### config.mk
export PLATFORM = sky130hd
export DESIGN_NAME = control_unit
export DESIGN_NICKNAME = d
export VERILOG_FILES = /design/src/rtl/control_unit.sv
export SDC_FILE = /design/constraint.sdc
export NUM_CORES = 1
export LEC_CHECK = 0
export CAP_MARGIN = 20
export CORE_ASPECT_RATIO = 0.9
export CORE_UTILIZATION = 45
export CTS_CLUSTER_DIAMETER = 80
export DETAILED_ROUTE_END_ITERATION = 8
export HOLD_SLACK_MARGIN = 0.12
export PLACE_DENSITY = 0.83
export SLEW_MARGIN = 20
export SYNTH_ARGS = -nofsm -noshare
export SYNTH_HDL_FRONTEND = slang
export SYNTH_SLANG_ARGS = --single-unit
### constraint.sdc
create_clock -name clk -period 4 [get_ports clk]
set_clock_uncertainty 0.2 [all_clocks]
set_input_delay 0.4 -clock clk [delete_from_list [all_inputs] [get_ports clk]]
set_output_delay 0.4 -clock clk [all_outputs]
set_load 0.02 [all_outputs]
### src/rtl/control_unit.sv
// control_unit: multi-cycle FETCH/DECODE/EXECUTE/MEM/WRITEBACK sequencer for a 16-bit core.
// Optional feature macro CU_BRANCH_EN enables JZ (0x9) / JMP (0xA); without it both act as NOPs.
module control_unit (
  input  logic        clk,
  input  logic        rst,
  output logic [15:0] mem_addr,
  input  logic [15:0] mem_rdata,
  output logic [15:0] mem_wdata,
  output logic        mem_rd,
  output logic        mem_wr,
  input  logic        mem_ready,
  output logic [3:0]  rf_ra1,
  output logic [3:0]  rf_ra2,
  input  logic [15:0] rf_rd1,
  input  logic [15:0] rf_rd2,
  output logic [3:0]  rf_wa,
  output logic [15:0] rf_wd,
  output logic        rf_we,
  output logic [15:0] alu_num1,
  output logic [15:0] alu_num2,
  output logic [3:0]  alu_opcode,
  input  logic [15:0] alu_result,
  input  logic        alu_zero,
  output logic        halted
);

  typedef enum logic [2:0] {
    ST_FETCH     = 3'd0,
    ST_DECODE    = 3'd1,
    ST_EXECUTE   = 3'd2,
    ST_MEM       = 3'd3,
    ST_WRITEBACK = 3'd4,
    ST_HALT      = 3'd5
  } state_t;

  localparam logic [3:0] OP_LOAD  = 4'h7;
  localparam logic [3:0] OP_STORE = 4'h8;
  localparam logic [3:0] OP_JZ    = 4'h9;
  localparam logic [3:0] OP_JMP   = 4'hA;
  localparam logic [3:0] OP_HALT  = 4'hF;

  state_t      state_r;
  state_t      state_s;
  logic [15:0] pc_r;
  logic [15:0] ir_r;
  logic [15:0] a_r;
  logic [15:0] b_r;
  logic [15:0] r_r;
  logic        z_r;

  logic [3:0]  op_s;
  logic [3:0]  rd_s;
  logic [3:0]  ra_s;
  logic [3:0]  rb_s;
  logic        alu_op_s;
  logic        branch_s;
  logic        mem_rd_s;
  logic        mem_wr_s;
  logic        rf_we_s;

  assign op_s     = ir_r[15:12];
  assign rd_s     = ir_r[11:8];
  assign ra_s     = ir_r[7:4];
  assign rb_s     = ir_r[3:0];
  assign alu_op_s = (op_s >= 4'h1) && (op_s <= 4'h6);

`ifdef CU_BRANCH_EN
  assign branch_s = (state_r == ST_EXECUTE) &&
                    ((op_s == OP_JMP) || ((op_s == OP_JZ) && z_r));
`else
  // Z is still tracked so both builds share one datapath; nothing consumes it here.
  logic unused_z_s;
  assign branch_s   = 1'b0;
  assign unused_z_s = z_r;
`endif

  // Strobes are gated by rst so an in-flight access is dropped during the reset cycle.
  assign mem_rd = mem_rd_s & ~rst;
  assign mem_wr = mem_wr_s & ~rst;
  assign rf_we  = rf_we_s & ~rst;
  assign halted = (state_r == ST_HALT);

  // State register
  always_ff @(posedge clk) begin
    if (rst) begin
      state_r <= ST_FETCH;
    end else begin
      state_r <= state_s;
    end
  end

  // Next-state and output decode
  always_comb begin
    state_s    = state_r;
    mem_addr   = 16'h0000;
    mem_wdata  = 16'h0000;
    mem_rd_s   = 1'b0;
    mem_wr_s   = 1'b0;
    rf_ra1     = 4'h0;
    rf_ra2     = 4'h0;
    rf_wa      = 4'h0;
    rf_wd      = 16'h0000;
    rf_we_s    = 1'b0;
    alu_num1   = 16'h0000;
    alu_num2   = 16'h0000;
    alu_opcode = 4'h0;
    case (state_r)
      ST_FETCH: begin
        mem_rd_s = 1'b1;
        mem_addr = pc_r;
        if (mem_ready) begin
          state_s = ST_DECODE;
        end else begin
          state_s = ST_FETCH;
        end
      end
      ST_DECODE: begin
        rf_ra1 = ra_s;
        // STORE reads its data register through the second port
        if (op_s == OP_STORE) begin
          rf_ra2 = rd_s;
        end else begin
          rf_ra2 = rb_s;
        end
        state_s = ST_EXECUTE;
      end
      ST_EXECUTE: begin
        case (op_s)
          4'h1, 4'h2, 4'h3, 4'h4, 4'h5, 4'h6: begin
            alu_num1   = a_r;
            alu_num2   = b_r;
            alu_opcode = op_s;
            state_s    = ST_WRITEBACK;
          end
          OP_LOAD, OP_STORE: state_s = ST_MEM;
          OP_HALT:           state_s = ST_HALT;
          default:           state_s = ST_FETCH;
        endcase
      end
      ST_MEM: begin
        mem_addr = a_r;
        if (op_s == OP_STORE) begin
          mem_wr_s  = 1'b1;
          mem_wdata = b_r;
        end else begin
          mem_rd_s = 1'b1;
        end
        if (!mem_ready) begin
          state_s = ST_MEM;
        end else if (op_s == OP_STORE) begin
          state_s = ST_FETCH;
        end else begin
          state_s = ST_WRITEBACK;
        end
      end
      ST_WRITEBACK: begin
        rf_we_s = 1'b1;
        rf_wa   = rd_s;
        rf_wd   = r_r;
        state_s = ST_FETCH;
      end
      ST_HALT: state_s = ST_HALT;
      default: state_s = ST_FETCH;
    endcase
  end

  // Datapath registers: PC, IR, operands, result and zero flag
  always_ff @(posedge clk) begin
    if (rst) begin
      pc_r <= 16'h0000;
      ir_r <= 16'h0000;
      a_r  <= 16'h0000;
      b_r  <= 16'h0000;
      r_r  <= 16'h0000;
      z_r  <= 1'b0;
    end else begin
      case (state_r)
        ST_FETCH: begin
          if (mem_ready) begin
            ir_r <= mem_rdata;
            pc_r <= pc_r + 16'd1;
          end
        end
        ST_DECODE: begin
          a_r <= rf_rd1;
          b_r <= rf_rd2;
        end
        ST_EXECUTE: begin
          if (alu_op_s) begin
            r_r <= alu_result;
            z_r <= alu_zero;
          end
          if (branch_s) begin
            pc_r <= a_r;
          end
        end
        ST_MEM: begin
          if (mem_ready && (op_s == OP_LOAD)) begin
            r_r <= mem_rdata;
          end
        end
        default: begin
        end
      endcase
    end
  end

endmodule
# Word level (Yosys, flattened, before mapping)

Cells that the tools add are included.

Flip-flop bits (word level): 83
Input bits: 68

Add/sub/neg operators: 1
Order comparisons: 2
Eq/ne operators: 16
Multiplexer cells: 27
Bitwise operators: 4
Reductions and logical operators: 8

Operator list:

| kind                                                              | count |
|---|---|
| two-way mux 16 bit                                                | 9 |
| one-hot mux 16 bit (2 select lines)                               | 2 |
| two-way mux 4 bit                                                 | 6 |
| adder 16 x 1 -> 16 bit, second input constant                     | 1 |
| equality test 4 x 3 -> 1 bit, second input constant               | 4 |
| one-hot mux 3 bit (5 select lines)                                | 1 |
| one-hot mux 3 bit (3 select lines)                                | 1 |
| equality test 4 x 2 -> 1 bit, second input constant               | 2 |
| equality test 4 bit, second input constant                        | 2 |
| equality test 3 x 2 -> 1 bit, second input constant               | 2 |
| equality test 3 bit, second input constant                        | 2 |
| two-way mux 3 bit                                                 | 2 |
| OR reduction 6 bit                                                | 1 |
| two-way mux 1 bit                                                 | 5 |
| equality test 4 x 1 -> 1 bit, second input constant               | 1 |
| greater-or-equal comparator 4 x 1 -> 1 bit, second input constant | 1 |
| <= comparator 4 x 3 -> 1 bit, second input constant               | 1 |
| != test 2 bit, second input constant                              | 2 |
| bitwise AND 1 bit                                                 | 3 |
| equality test 3 x 1 -> 1 bit, second input constant               | 1 |
| logical NOT 3 bit                                                 | 1 |
| AND reduction 3 bit                                               | 1 |
| logical AND 1 bit                                                 | 2 |
| one-hot mux 1 bit (2 select lines)                                | 1 |
| other kinds (4)                                                   | 4 |

# Longest topological paths before layout

Gate-level depths: netlist of run 1.

Depth in word-level cells: 4
Mapped depth: 7
Mapped depth without buffers: 4

# Worst setup path before layout of run 1

No wires, ideal clock.

Kind: register to output
Start point: register state_r[0]
End point: output port alu_num1[0]
Data arrival time: 1878 ps
Slack: 1522 ps
Cell stages (with the launch flop): 6
Cells stage by stage: dfxtp_1 -> buf_2 -> or3b_2 -> nor4_2 -> clkbuf_1 -> and2_1

Cells in the longest elaborated chain, start to end: 2

RTL lines:

| item                         | line | text |
|---|---|---|
| start, declared              | 42   | `state_t state_r;` |
| start signal, assigned       | 88   | `state_r <= state_s;` |
| equality test 3 x 2 -> 1 bit | 107  | `case (state_r)` |
| two-way mux 16 bit           | 107  |  |
| end, declared                | 19   | `output logic [15:0] alu_num1,` |

Every way passes these cells.

# Final worst setup path of run 1

Start point: register state_r[1]
End point: output port alu_num2[7]

Cells in the longest elaborated chain, start to end: 2

RTL lines:

| item                         | line | text |
|---|---|---|
| equality test 3 x 2 -> 1 bit | 107  |  |
| two-way mux 16 bit           | 107  |  |
| end, declared                | 20   | `output logic [15:0] alu_num2,` |

Every way passes these cells.

==> run metrics, run 1 <==
status complete, no violations; number of setup buffers added after CTS 0; Main synth FF type dfxtp_1; Routed wire per std cell between 15 and 20 um; WP depth 5; Worst EP arrival around 3.1 ns; setup TNS 0 ns; drt first pass iters 5; synthesized cell area slightly above 0.004 mm^2; # setup viols final 0; initial antenna violation count 0; Die Y approximately 93 um; pin slew with the least headroom to its limit just under 0.7 ns; CTS tree done; dominant cells by area after synthesis dfxtp_1, nand2_1, and2_1; syn nets 600; # DRC 0; Initial DRC Count between 150 and 200; fin crit period around 3.7 ns; Yosys cell types 46; dominant cell type by area after synthesis dfxtp_1; Cell Chain, Critical Path or3b_2 -> nor4_4 -> buf_12 -> and2_1 -> clkdlybuf4s50_1; Via density 5.50; Slowest-stage cell, CP nor4_4; first-pass GRT wire length around 21,000 um; hold buffer count at CTS 0; post-cts gate resize count 0; Std-Cell Rows 32; Clock transition at path regs around 0.090 ns; clk sink count between 80 and 90; Top delay family on crit path simple AND/OR/NAND/NOR gates; fin. max-slew vios 0; Core Box Area a little under 0.009 mm^2; fin nets ~740; Worst-Skew Late Latency approximately 0.35 ns; Seq/Total Area, Yosys 0.400; area grow syn2layout 47.0%; CP Buf/Inv Count 2; Max Cap Viol 0; Syn. warnings 0; worst path required time around 3.4 ns; Setup WS post-layout 0.328 ns; final hold viol count 0; crit-path max FO 27; die area just under 0.01 mm^2; drt total wl 12,900 um; WS Path Type reg -> out; most common cell after layout, fill and taps aside clkdlybuf4s50_1; Worst Hold Class reg -> reg; CTS buffer count 9; Post-Place Setup Slack between 0.7 and 0.8 ns; maximum vdd ir drop 230 uV; headroom to the max-slew limit 0.537; Max stage delay on crit path about 0.63 ns; Final period util 0.918; die width roughly 100 um; RSZ-0062 raised after global routing false; most frequent cells in the layout clkdlybuf4s50_1, nand2_1, dfxtp_1; syn avg cell area between 7 and 8 um^2; hpwl dp slightly above 9000 um; FFs w/ async S/R, synth 0; via count 4,387; P_leak ~0.0021 uW; R2R depth 5; GRT Total Usage 0.275; Syn Inst Count 531; I/O Buffers 165; clk root buf clkbuf_8; initial core utilization 0.473; overflow left after global routing 0; vias in the first global route 4,276; share of the synthesized area in the top cell type 0.400; number of synthesized flops with an enable pin 0; count of state elements after synthesis between 80 and 90; Bufs on Longest Clock Path 2; Startpoint Class register; crit path capture type primary output; antenna diode count 0; GP Congestion approximately 0.8; Cell Pwr Density around 300 mW/mm^2; htree depth 3; hold path cells 2; I/O Pins 168; FMAX roughly 270 MHz; share of cells above drive strength 1 0.0605; largest net degree at the start of global routing between 40 and 50; Antenna Violating Nets Remaining 0
[flip-flops by register name, indices dropped and copies added (netlist names)]
name     flops
a_r         16
b_r         16
ir_r        16
pc_r        16
r_r         16
state_r      3
[through the flow]
step | instances | instance area [um^2] | total power, uW | hold WS (ns) | utilization
2_1_floorplan | 531 | 4150 | 1050 | 0.232 | -
3_3_place_gp | 781 | 5890 | 1190 | 0.240 | 0.672
6_report | 797 | 6100 | 1810 | 0.255 | 0.695
4_1_cts | 797 | 6100 | 1820 | 0.256 | 0.695
3_5_place_dp | 781 | 5890 | 1190 | 0.244 | 0.672
5_1_grt | 797 | 6100 | 1890 | 0.277 | 0.695
[cells by family after synthesis]
family / count (synthesis) / synth area share
simple gates: 250 / 0.307
compound gates: 124 / 0.185
flops: 83 / 0.400
buf+inv: 48 / 0.0476
mux: 17 / 0.0413
xor+xnor: 7 / 0.0148
fa+ha+maj: 1 / 0.00302
other cells: 1 / 0.000904
[worst min-delay path: cells and delay by family, from the launching register on]
family	cells	cell delay, ns
compound gates	1	0.05
flops	1	0.31
simple gates	1	0.05
[synth_stat cells, types with 3 or more instances]
cell        n
and2_1     60
xor2_1      3
nand2_1   116
or3_1       4
nand3_1     4
a22o_1     16
a21oi_1    62
o21ai_0     4
buf_1       3
a31oi_1    20
xnor2_1     4
nand4_1     8
nor2_1     14
mux2i_1    16
and3_1     19
nor2b_1     3
buf_2       5
nor3_1      4
clkbuf_1   36
a211oi_1   16
dfxtp_1    83
[worst paths after layout]
kind / slack, ns / start / endpoint
max: 0.33 / state_r[1]$_SDFF_PP0_ / alu_num2[7]
min: 0.25 / ir_r[4]$_SDFFE_PP0P_ / ir_r[4]$_SDFFE_PP0P_
max reg2reg: 1.41 / state_r[1]$_SDFF_PP0_ / r_r[1]$_SDFFE_PP0P_
min reg2reg: 0.25 / ir_r[4]$_SDFFE_PP0P_ / ir_r[4]$_SDFFE_PP0P_
[final cells by class]
class	instances	area [um^2]
inverters	2	7.51
clock inverters	6	71.3
repair buffers	177	1750
well taps	119	149
fillers	690	2670
flip-flops and latches	83	1660
multi-input cells	400	2320
clock buffers	10	138
[layer usage]
metal  routed length (um)  vias to the layer above  share of wire  track usage
met1                 5440                     2032           0.42        0.344
li1                     -                     2116              -            -
met5                    0                        -              0            0
met2                 5920                      221           0.46        0.468
met4                  223                        0          0.017       0.0880
met3                 1350                       18           0.10       0.0605
[report_power, final]
part	internal (uW)	switching [uW]
sequential	864	34.4
combinational	127	152
clock	313	320
total	1300	506
Power figures use the tool's default switching activity.
==> inputs of run 2 (changes only) <==
CORE_UTILIZATION = 47   (was 45)
PLACE_DENSITY = 0.87   (was 0.83)
SETUP_SLACK_MARGIN = 0.2   (was not set)
==> run 2 against run 1 <==
  * Design area down 0.23%
  * Combinational power about the same
  * Non-clock buffer count down 1
  * Global-route usage up 1.8 points
  * Sequential power about the same
  * Register-to-register slack worse by 0.03 ns
  * Core utilization up 1.5 points
  * Largest power group unchanged
  * Highest routed layer unchanged
==> run metrics, run 2 (synthesis gave the netlist of run 1 again) <==
status complete, no violations; most common cell after layout, fill and taps aside clkdlybuf4s50_1; Cell Pwr Density about 300 mW/mm^2; clk root buf clkbuf_8; Final period util 0.883; Std-Cell Rows 32; overflow left after global routing 0; GP Congestion 0.805; clk sink count a little over 80; Via density between 5 and 6; share of cells above drive strength 1 0.0576; crit-path max FO 31; Antenna Violating Nets Remaining 0; I/O Pins between 150 and 200; antenna diode count 0; Routed wire per std cell approximately 17 um; hpwl dp 9180 um; via count about 4,400; die width 101 um; vias in the first global route ~4,300; Worst-Skew Late Latency ~0.34 ns; setup TNS 0 ns; Post-DP Area just under 0.006 mm^2; P_leak 0.00214 uW; Worst Hold Class reg -> reg; Clock transition at path regs 0.08 ns; pin slew with the least headroom to its limit 0.670 ns; Bufs on Longest Clock Path 2; Initial DRC Count roughly 270; GRT Total Usage 0.294; # DRC 0; # setup viols final 0; Worst EP arrival slightly below 3 ns; headroom to the max-slew limit 0.553; Core Box Area around 0.0086 mm^2; Fillers 682; Setup WS post-layout 0.468 ns; die area 0.00921 mm^2; maximum vdd ir drop roughly 190 uV; fin nets about 740; final instance area 0.00608 mm^2; htree depth 3; RSZ-0062 raised after global routing false; initial core utilization 0.484; I/O Buffers roughly 170; hold buffer count at CTS 0; first-pass GRT wire length ~21,000 um; initial antenna violation count 0; CTS tree done; fin. max-slew vios 0; WS Path Type reg -> out; Post-Place Setup Slack a little under 0.8 ns; final hold viol count 0; Die Y approximately 90 um; FMAX roughly 280 MHz; worst path required time around 3.4 ns; crit path capture type primary output; most frequent cells in the layout clkdlybuf4s50_1, nand2_1, dfxtp_1; CTS buffer count 9; Startpoint Class register; drt total wl 13,200 um; fin crit period around 3.5 ns; drt first pass iters 5; area grow syn2layout 46.7%; largest net degree at the start of global routing 66; Max Cap Viol 0
run 2: routing by layer:
metal | global-route usage | vias up | part of all wire
li1 | - | 2119 | -
met1 | 0.366 | 2062 | 0.42
met3 | 0.0901 | 17 | 0.10
met5 | 0 | - | 0
met4 | 0.0978 | 0 | 0.016
met2 | 0.480 | 213 | 0.46
run 2: power by group:
group	total, uW	internal, uW	switching, uW	leakage, uW
clock	598	303	295	0.0000991
combinational	282	127	155	0.00137
sequential	898	864	34.6	0.000675
total	1780	1290	485	0.00214
run 2: per-stage QoR:
| step | hold slack [ns] | total power, uW | util | cells |
|---|---|---|---|---|
| after global placement | 0.240 | 1190 | 0.686 | 780 |
| final | 0.255 | 1780 | 0.710 | 796 |
| after CTS | 0.252 | 1780 | 0.709 | 796 |
| after detailed placement | 0.244 | 1200 | 0.686 | 780 |
| after global routing | 0.267 | 1850 | 0.710 | 796 |
| after floorplan | 0.232 | 1050 | - | 531 |
run 2: final cells by class:
type	instances	area (um^2)	area share
clock inverters	5	52.6	0.00864
well taps	119	149	0.0245
multi-input cells	400	2330	0.383
inverters	2	7.51	0.00123
flip-flops and latches	83	1660	0.273
clock buffers	11	141	0.0232
repair buffers	176	1740	0.286
run 2: final timing paths:
| check | from | to | slack (ns) | cells after the start |
|---|---|---|---|---|
| worst max register to register | state_r[1]$_SDFF_PP0_ | r_r[12]$_SDFFE_PP0P_ | 1.38 | 5 |
| worst min-delay path | ir_r[7]$_SDFFE_PP0P_ | ir_r[7]$_SDFFE_PP0P_ | 0.26 | 2 |
| worst max-delay path | state_r[1]$_SDFF_PP0_ | alu_num2[4] | 0.47 | 5 |
| worst min register to register | ir_r[7]$_SDFFE_PP0P_ | ir_r[7]$_SDFFE_PP0P_ | 0.26 | 2 |
run 2: timing repair:
item                                    4_1_cts  5_1_grt
buffers inserted                              0        0
endpoints found under the setup margin        0        1
resized for setup                             0        1
run 2: critical path: stages (launching register included):
cell and delay [ns]:
dfxtp_1 0.54, or3b_2 0.55, nor4_4 0.49, buf_12 0.23, and2_1 0.14, clkdlybuf4s50_1 0.62
==> inputs of run 3 (changes only) <==
REMOVE_ABC_BUFFERS = 1   (was not set)
==> run 3 against run 2 <==
  * Worst hold slack gained 0.0015 ns
  * Design area shrank 0.14%
  * Routed wire length shrank 3.1%
  * Sequential share of layout area is essentially flat
  * Fmax grew 3.4%
  * Global-route usage shrank 0.92 points
  * Core utilization shrank 0.10 points
  * Critical endpoint is now alu_num1[10]
==> run metrics, run 3 (synthesis gave the netlist of run 1 again) <==
drt total wl between 10,000 and 15,000 um; Total Power between 1500 and 2000 uW; Initial DRC Count 203; fin. max-slew vios 0; setup TNS 0 ns; GRT Total Usage 0.285; hold buffer count at CTS 0; status complete, no violations; crit path from state_r[1]$_SDFF_PP0_; die width 101 um; GP Congestion ~0.85; most common cell after layout, fill and taps aside clkdlybuf4s50_1; P_leak 0.00215 uW; Finished Layout Cells 798; Critical R2R Launch state_r[1]$_SDFF_PP0_; via count between 4,000 and 5,000; post-cts gate resize count 0; Worst EP arrival around 2.8 ns; Hold Startpoint ir_r[3]$_SDFFE_PP0P_; initial antenna violation count 0; pin slew with the least headroom to its limit 0.781 ns; FMAX between 200 and 300 MHz; crit-path max FO 26; most frequent cells in the layout clkdlybuf4s50_1, nand2_1, dfxtp_1; initial core utilization 0.484; Core Box Area ~0.0086 mm^2; area grow syn2layout 46.4%; Routed wire per std cell between 15 and 20 um; CTS tree done; Post-Place Setup Slack 0.946 ns; vias in the first global route about 4,300; antenna diode count 0; placed cell count approximately 800; final hold viol count 0; die area roughly 0.0092 mm^2; post-layout util 0.709; multi-input logic area about 0.0023 mm^2; worst path required time between 3 and 4 ns; Setup WS post-layout roughly 0.6 ns; Worst Hold Class reg -> reg; I/O Pins 168; Antenna Violating Nets Remaining 0; hpwl dp 8790 um; htree depth 3; crit path capture type primary output; Max Cap Viol 0; register area around 0.0017 mm^2; largest net degree at the start of global routing between 50 and 60; WS Path Type reg -> out; Die Y a little over 90 um; Bufs on Longest Clock Path 2; headroom to the max-slew limit 0.480; Cell Pwr Density between 200 and 300 mW/mm^2; Final period util 0.854; Std-Cell Rows 32; number of setup buffers added after CTS 0; fin nets 743; Fillers slightly below 700; Via density ~5.4; CTS buffer count 9; Startpoint Class register; share of cells above drive strength 1 0.0633; # setup viols final 0; RSZ-0062 raised after global routing false; Worst-Skew Late Latency approximately 0.35 ns; I/O Buffers around 170; Clock transition at path regs approximately 0.08 ns; fin crit period 3.42 ns; clk sink count 83; maximum vdd ir drop roughly 180 uV; first-pass GRT wire length 20,700 um; overflow left after global routing 0; drt first pass iters 5; clk root buf clkbuf_8; # DRC 0
run 3: cell type report:
class                           count  share of cell area
Multi-Input combinational cell    400               0.383
Timing Repair Buffer              178               0.287
Sequential cell                    83               0.273
Clock buffer                       11              0.0249
Tap cell                          119              0.0245
Clock inverter                      5             0.00577
Inverter                            2             0.00124
run 3: routing by layer:
metal,GRT usage,vias up,wire length [um]
met5,0,-,0
met4,0.118,0,257
met3,0.0539,18,797
met2,0.474,153,6220
met1,0.358,2019,5520
li1,-,2118,-
run 3: critical path, stage by stage, from the launching register on:
cell	delay, ns
dfxtp_1	0.54
or3b_2	0.55
nor4_4	0.30
buf_4	0.30
and2_1	0.16
clkdlybuf4s50_1	0.61
run 3: per-stage QoR:
stage                     hold slack, ns  instance area (um^2)
after floorplan                    0.226                  3960
after CTS                          0.260                  6080
after global routing               0.283                  6080
after detailed placement           0.249                  5890
after global placement             0.240                  5890
final                              0.257                  6080
run 3: path summary, 6_finish.rpt:
| check | end | cells past startpoint | slack [ns] |
|---|---|---|---|
| max | alu_num1[10] | 5 | 0.58 |
| max reg2reg | r_r[1]$_SDFFE_PP0P_ | 5 | 1.33 |
| min | ir_r[3]$_SDFFE_PP0P_ | 2 | 0.26 |
| min reg2reg | ir_r[3]$_SDFFE_PP0P_ | 2 | 0.26 |
run 3: where the power goes:
part	switching, uW	leakage (uW)	internal [uW]	total [uW]
clock network	312	0.0000957	261	573
logic	151	0.00138	127	279
registers	33.2	0.000675	864	897
